`config.mk`:
```
export PLATFORM = sky130hd
export DESIGN_NAME = led_frame_scanner
export DESIGN_NICKNAME = d
export VERILOG_FILES = /design/src/rtl/led_frame_scanner.sv
export SDC_FILE = /design/constraint.sdc
export NUM_CORES = 1
export LEC_CHECK = 0
export CAP_MARGIN = 20
export CORE_UTILIZATION = 40
export DETAILED_ROUTE_END_ITERATION = 8
export GPL_TIMING_DRIVEN = 1
export PLACE_DENSITY = 0.73
export RECOVER_POWER = 100
export SYNTH_ARGS = -nofsm -noshare
export SYNTH_HDL_FRONTEND = slang
export SYNTH_SLANG_ARGS = --single-unit
```
`constraint.sdc`:
```
create_clock -name clock -period 4.5 [get_ports clock]
set_input_delay 1.35 -clock clock [delete_from_list [all_inputs] [get_ports clock]]
set_output_delay 1.35 -clock clock [all_outputs]
set_load 0.05 [all_outputs]
```
`src/rtl/led_frame_scanner.sv`:
```
// led_frame_scanner
//   Display-side reader of the brick game state. Once per frame it snapshots
//   the brick bitmap, ball, paddle, score and game-over flag. It then scans a
//   16x16 row-multiplexed LED matrix and a 4-digit multiplexed 7-segment score
//   display. A sequential double-dabble engine converts the score to BCD.
//
// Ports
//   clock, reset            : system clock, asynchronous active-high reset
//   Bricks[71:0]            : brick bitmap; bit k lights row k/8+1, cols 2*(k%8)+{0,1}
//   Ball_rowIndex/colIndex  : ball position
//   Paddle_colIndex         : leftmost paddle column
//   score[9:0]              : current score
//   IsGameOver              : game-over flag
//   row_n[15:0]             : active-low one-hot row select
//   col[15:0]               : active-high column data
//   seg[6:0]                : active-low segments, gfedcba
//   digit_sel[3:0]          : active-low one-hot digit select, bit 0 = units
//   frame_start             : one-cycle pulse in the LOAD cycle
module led_frame_scanner #(
    parameter int ROW_DWELL    = 1000,
    parameter int PADDLE_ROW   = 15,
    parameter int PADDLE_WIDTH = 4,
    parameter int BLINK_FRAMES = 8
) (
    input  logic        clock,
    input  logic        reset,
    input  logic [71:0] Bricks,
    input  logic [3:0]  Ball_rowIndex,
    input  logic [3:0]  Ball_colIndex,
    input  logic [3:0]  Paddle_colIndex,
    input  logic [9:0]  score,
    input  logic        IsGameOver,
    output logic [15:0] row_n,
    output logic [15:0] col,
    output logic [6:0]  seg,
    output logic [3:0]  digit_sel,
    output logic        frame_start
);
    localparam int KW   = (ROW_DWELL > 1) ? $clog2(ROW_DWELL) : 1;
    localparam int FC_W = 16;

    localparam logic [0:0] S_LOAD = 1'b0;
    localparam logic [0:0] S_SCAN = 1'b1;

    logic [0:0]      state_q, state_d;
    logic [3:0]      row_q, row_d;
    logic [KW-1:0]   dwell_q, dwell_d;
    logic [FC_W-1:0] frame_q, frame_d;
    logic [3:0]      bcd_cnt_q, bcd_cnt_d;
    logic [15:0]     digits_q, digits_d;
    logic [9:0]      last_score_q, last_score_d;
    logic [15:0]     row_n_q, row_n_d;
    logic [15:0]     col_q, col_d;
    logic [6:0]      seg_q, seg_d;
    logic [3:0]      dsel_q, dsel_d;
    logic            fs_q, fs_d;

    // Per-frame snapshots and the BCD shift register (data, no reset needed)
    logic [71:0]     bricks_q;
    logic [3:0]      ball_r_q, ball_c_q, pad_q;
    logic            go_q;
    logic [25:0]     bcd_sh_q;

    logic [25:0]     bcd_next;
    logic [9:0]      score_sel;
    logic [FC_W-1:0] blink_div;
    logic [7:0]      brick_byte;
    logic [4:0]      pad_end;
    logic [15:0]     pix;
    logic [3:0]      cur_digit;

    // One double-dabble iteration: [25:10] hold four BCD digits, [9:0] the binary
    function automatic logic [25:0] dd_step(input logic [25:0] v);
        logic [25:0] t;
        t = v;
        for (int i = 0; i < 4; i++) begin
            if (t[10+4*i +: 4] >= 4'd5)
                t[10+4*i +: 4] = t[10+4*i +: 4] + 4'd3;
        end
        return t << 1;
    endfunction

    function automatic logic [6:0] seg_enc(input logic [3:0] d);
        case (d)
            4'd0:    return 7'b1000000;
            4'd1:    return 7'b1111001;
            4'd2:    return 7'b0100100;
            4'd3:    return 7'b0110000;
            4'd4:    return 7'b0011001;
            4'd5:    return 7'b0010010;
            4'd6:    return 7'b0000010;
            4'd7:    return 7'b1111000;
            4'd8:    return 7'b0000000;
            4'd9:    return 7'b0010000;
            default: return 7'b1111111;
        endcase
    endfunction

    assign bcd_next  = dd_step(bcd_sh_q);
    // The score source clears together with the game-over flag, so while the
    // flag is up the last pre-game-over score is used instead.
    assign score_sel = IsGameOver ? last_score_q : score;
    assign blink_div = frame_q / FC_W'(BLINK_FRAMES);
    assign cur_digit = digits_q[{row_q[1:0], 2'b00} +: 4];

    always_comb begin
        brick_byte = 8'h00;
        for (int b = 0; b < 9; b++) begin
            if (row_q == 4'(b + 1))
                brick_byte = bricks_q[b*8 +: 8];
        end
        // 5-bit sum so a paddle near the right edge clips instead of wrapping
        pad_end = {1'b0, pad_q} + 5'(PADDLE_WIDTH);
        pix     = '0;
        for (int j = 0; j < 16; j++) begin
            pix[j] = brick_byte[j/2]
                   | ((row_q == ball_r_q) && (4'(j) == ball_c_q))
                   | ((row_q == 4'(PADDLE_ROW)) && (5'(j) >= {1'b0, pad_q}) && (5'(j) < pad_end));
        end
        if (go_q)
            pix = {16{blink_div[0]}};
    end

    always_comb begin
        state_d      = state_q;
        row_d        = row_q;
        dwell_d      = dwell_q;
        frame_d      = frame_q;
        bcd_cnt_d    = bcd_cnt_q;
        digits_d     = digits_q;
        last_score_d = score_sel;
        row_n_d      = 16'hFFFF;
        col_d        = 16'h0000;
        seg_d        = 7'h7F;
        dsel_d       = 4'hF;
        fs_d         = 1'b0;

        // All four digits are committed together after the tenth shift
        if (bcd_cnt_q != 4'd0) begin
            bcd_cnt_d = bcd_cnt_q - 4'd1;
            if (bcd_cnt_q == 4'd1)
                digits_d = bcd_next[25:10];
        end

        case (state_q)
            S_LOAD: begin
                frame_d   = frame_q + 1'b1;
                fs_d      = 1'b1;
                bcd_cnt_d = 4'd10;
                row_d     = 4'd0;
                dwell_d   = '0;
                state_d   = S_SCAN;
            end
            default: begin
                row_n_d = ~(16'd1 << row_q);
                // dwell 0 is the ghost-blanking slot after a row change
                if (dwell_q != '0) begin
                    col_d  = pix;
                    dsel_d = ~(4'd1 << row_q[1:0]);
                    seg_d  = seg_enc(cur_digit);
                end
                if (dwell_q == KW'(ROW_DWELL - 1)) begin
                    dwell_d = '0;
                    if (row_q == 4'd15)
                        state_d = S_LOAD;
                    else
                        row_d = row_q + 4'd1;
                end else begin
                    dwell_d = dwell_q + 1'b1;
                end
            end
        endcase
    end

    always_ff @(posedge clock or posedge reset) begin
        if (reset) begin
            state_q      <= S_LOAD;
            row_q        <= 4'd0;
            dwell_q      <= '0;
            frame_q      <= '0;
            bcd_cnt_q    <= 4'd0;
            digits_q     <= 16'h0000;
            last_score_q <= 10'd0;
            row_n_q      <= 16'hFFFF;
            col_q        <= 16'h0000;
            seg_q        <= 7'h7F;
            dsel_q       <= 4'hF;
            fs_q         <= 1'b0;
        end else begin
            state_q      <= state_d;
            row_q        <= row_d;
            dwell_q      <= dwell_d;
            frame_q      <= frame_d;
            bcd_cnt_q    <= bcd_cnt_d;
            digits_q     <= digits_d;
            last_score_q <= last_score_d;
            row_n_q      <= row_n_d;
            col_q        <= col_d;
            seg_q        <= seg_d;
            dsel_q       <= dsel_d;
            fs_q         <= fs_d;
        end
    end

    always_ff @(posedge clock) begin
        if (state_q == S_LOAD) begin
            bricks_q <= Bricks;
            ball_r_q <= Ball_rowIndex;
            ball_c_q <= Ball_colIndex;
            pad_q    <= Paddle_colIndex;
            go_q     <= IsGameOver;
            bcd_sh_q <= {16'd0, score_sel};
        end else if (bcd_cnt_q != 4'd0) begin
            bcd_sh_q <= bcd_next;
        end
    end

    assign row_n       = row_n_q;
    assign col         = col_q;
    assign seg         = seg_q;
    assign digit_sel   = dsel_q;
    assign frame_start = fs_q;

endmodule

```
==> results.py <==
metrics = {
    "status": {
        "status": "finished with violations",
        "violations": "design-rule violations, max-capacitance violations, max-slew violations",
    },
    "power_and_ir_drop": {
        "peakVddDrop_mv": 0.208,
        "seq_power_share": 0.463,
        "switchingPower_mw": 1.19,
        "clkPwrFrac": 0.389,
        "p_per_area_nw_per_um2": 412,
        "combPwrFrac": 0.147,
        "intPower_mw": 3.52,
        "power_leakage_nw": 4.33,
        "power_mw": 4.70,
        "p_sw_frac": 0.252,
    },
    "die": {
        "coreArea_um2": 22000,
        "die_area_um2": 23300,
        "num_io_pins": 141,
        "fp-row-count": 54,
        "die_x_um": 152,
        "die_height_um": 152,
        "start_util": 0.411,
    },
    "global_routing": {
        "grt_pass1_wl_mm": 33.3,
        "grt_overflow_total": 0,
        "grt_pass1_vias": 6306,
        "antenna_found_initial": 1,
        "grt_usage": 0.180,
        "grt_max_degree": 65,
    },
    "logic_synthesis": {
        "synth-edff-count": 95,
        "syn_inst": 762,
        "synth-warning-count": 0,
        "syn_nets": 889,
        "avgSynthCellArea_um2": 11.9,
        "ys_seq_area_frac": 0.611,
        "syn_area_um2": 9060,
        "synth_ff_type": "edfxtp_1",
        "async_flop_share": 0.456,
        "ys_seq_elements": 204,
        "synthDistinctLibCells": 63,
    },
    "critical_path": {
        "cp-start-kind": "flop",
        "required_ns": 3.15,
        "cpMaxStageDelayCell": "dlygate4sd3_1",
        "crit_start": "row_n[6]",
        "end_kind": "primary output",
        "critPathTopFamily": "buffers and inverters",
        "rrSetupSlack_ns": 1.26,
        "crit_type": "flop to primary output",
        "r2r-start": "bcd_cnt_q[0]",
        "worstRegToRegCells": 4,
        "cp.arrival_ns": 1.91,
        "timing.rr.end": "bcd_sh_q[4]",
        "worst-path-buf-inv": 1,
        "crit_path_max_incr_delay_ns": 0.87,
        "path_cells": "dlygate4sd3_1",
        "critPathMaxFanout": 1,
    },
    "final_layout": {
        "final_common_cell": "dlygate4sd3_1",
        "nFillCells": 1881,
        "layout_common_cells": "dlygate4sd3_1, edfxtp_1, nand2_1",
        "seqCellArea_um2": 5530,
        "multi_input_area_um2": 3190,
        "final_nets": 1021,
        "drive_gt1_frac": 0.103,
        "area_delta_synth_final_pct": 26.0,
        "fin_area_um2": 11400,
    },
    "routing": {
        "drt.antenna.violating_nets": 0,
        "dr.first_iter.drc_count": 425,
        "via_per_inst": 5.25,
        "drcViolationCount": 8,
        "num_vias": 6254,
        "first_pass_iters": 9,
        "drt_wl_total_mm": 20.7,
        "avgRoutedWirePerCell_um": 17.4,
    },
    "timing": {
        "rsz0062_at_grt": "false",
        "hold_viol_final": 0,
        "setup_ws_ns": 1.24,
        "fin_worst_skew_ns": 0.0243,
        "fin_crit_sh": 0.725,
        "setup_tns_ns": 0,
        "holdWs_ns": 0.482,
        "fmaxAchievable_mhz": 306,
        "drv_slew": 62,
        "period_needed_ns": 3.26,
        "setup_viol": 0,
        "max_slew_margin": -0.428,
        "worst_pin_slew_ns": 2.13,
    },
    "hold_path": {
        "worstHoldStart": "digits_q[9]",
        "holdPathEnd": "digits_q[9]",
        "hp-class": "flop to flop",
        "hold_depth": 2,
    },
    "placed_design": {
        "numPortBuffers": 140,
        "hpwl_mm": 14.5,
        "place.gp.congestion": 0.860,
        "dp_slack_ns": 1.40,
        "postPlaceCellArea_um2": 10700,
    },
    "clock_network": {
        "clock_latency_ns": 0.51,
        "cts_hold_buffers": 0,
        "cts_buffer_depth": 3,
        "cts_tree": "done",
        "clock_sink_count": 204,
        "htreeDepth": 1,
        "cts-root-buf": "clkbuf_16",
        "post_cts_resized": 0,
        "clkSlewWorstSetupHoldPaths_ns": 0.06,
        "cts_buffers": 22,
        "post_cts_buffers": 0,
    },
    "flow_run": {
        "cap_violations": 3,
    },
}
[registers in the layout, indices dropped and copies added, names as in the netlist, 7 cells and up]
name	count
last_score_q	10
row_n	16
col	16
digits_q	16
bricks_q	72
dwell_q	10
bcd_sh_q	26
seg	7
[through the flow]
| stage | util | cells |
|---|---|---|
| 2_1_floorplan | - | 762 |
| 3_3_place_gp | 0.485 | 1150 |
| 5_1_grt | 0.518 | 1191 |
| 4_1_cts | 0.520 | 1190 |
| 3_5_place_dp | 0.485 | 1150 |
| 6_report | 0.518 | 1191 |
[power by group through the flow]
| stage | combinational [mW] | clock (mW) | sequential, mW |
|---|---|---|---|
| after global placement | 0.708 | 0 | 2.21 |
| after CTS | 0.729 | 1.87 | 2.18 |
| after detailed placement | 0.728 | 0 | 2.22 |
| after floorplan | 0.389 | 0 | 2.31 |
| after global routing | 0.777 | 1.95 | 2.20 |
| final | 0.693 | 1.83 | 2.18 |
[worst max-delay path by stage]
stage,endpoint,cells past startpoint
final,row_n[6],1
after global routing,bcd_sh_q[4],4
after CTS,row_n[6],1
after detailed placement,bcd_sh_q[8],3
after global placement,bcd_sh_q[1],3
after floorplan,ball_c_q[0],4
[cell families after synthesis]
group | count (synthesis) | share of synthesized area
and+or+nand+nor | 211 | 0.114
adders and majority gates | 30 | 0.0414
muxes | 36 | 0.0490
buffers and inverters | 71 | 0.0337
AOI/OAI and AO/OA | 189 | 0.130
xor gates and xnor gates | 21 | 0.0203
DFF | 204 | 0.611
[routing by layer]
layer	part of all wire	GRT usage	vias up
met3	0.069	0.0395	38
met2	0.46	0.287	204
met5	0	0	-
met1	0.44	0.243	3010
met4	0.030	0.0630	0
li1	-	-	3002
[cells in the mapped netlist, types with 8 or more instances]
| master | number | share of area |
|---|---|---|
| nand2b_1 | 12 | 0.0083 |
| o32ai_1 | 12 | 0.012 |
| o21ai_1 | 10 | 0.0055 |
| inv_1 | 35 | 0.015 |
| edfxtp_1 | 95 | 0.31 |
| xor2_1 | 8 | 0.0077 |
| clkbuf_1 | 14 | 0.0058 |
| nor2_1 | 64 | 0.027 |
| dfstp_2 | 27 | 0.078 |
| mux2_2 | 23 | 0.029 |
| o21a_1 | 16 | 0.013 |
| o21ai_0 | 39 | 0.022 |
| dfxtp_1 | 16 | 0.035 |
| buf_2 | 16 | 0.0088 |
| xnor2_1 | 13 | 0.013 |
| a21oi_1 | 67 | 0.037 |
| nor3b_1 | 8 | 0.0066 |
| ha_1 | 30 | 0.041 |
| nand2_1 | 73 | 0.030 |
| nand3_1 | 18 | 0.0099 |
| dfrtp_1 | 66 | 0.18 |
[area by class of cell]
| cell class | count | area share |
|---|---|---|
| Tap cell | 280 | 0.0307 |
| Inverter | 35 | 0.0118 |
| Antenna cell | 1 | 0.000219 |
| Clock buffer | 35 | 0.0643 |
| Sequential cell | 204 | 0.485 |
| Timing Repair Buffer | 144 | 0.126 |
| Clock inverter | 5 | 0.00241 |
| Multi-Input combinational cell | 487 | 0.279 |
Power figures use the tool's default switching activity.
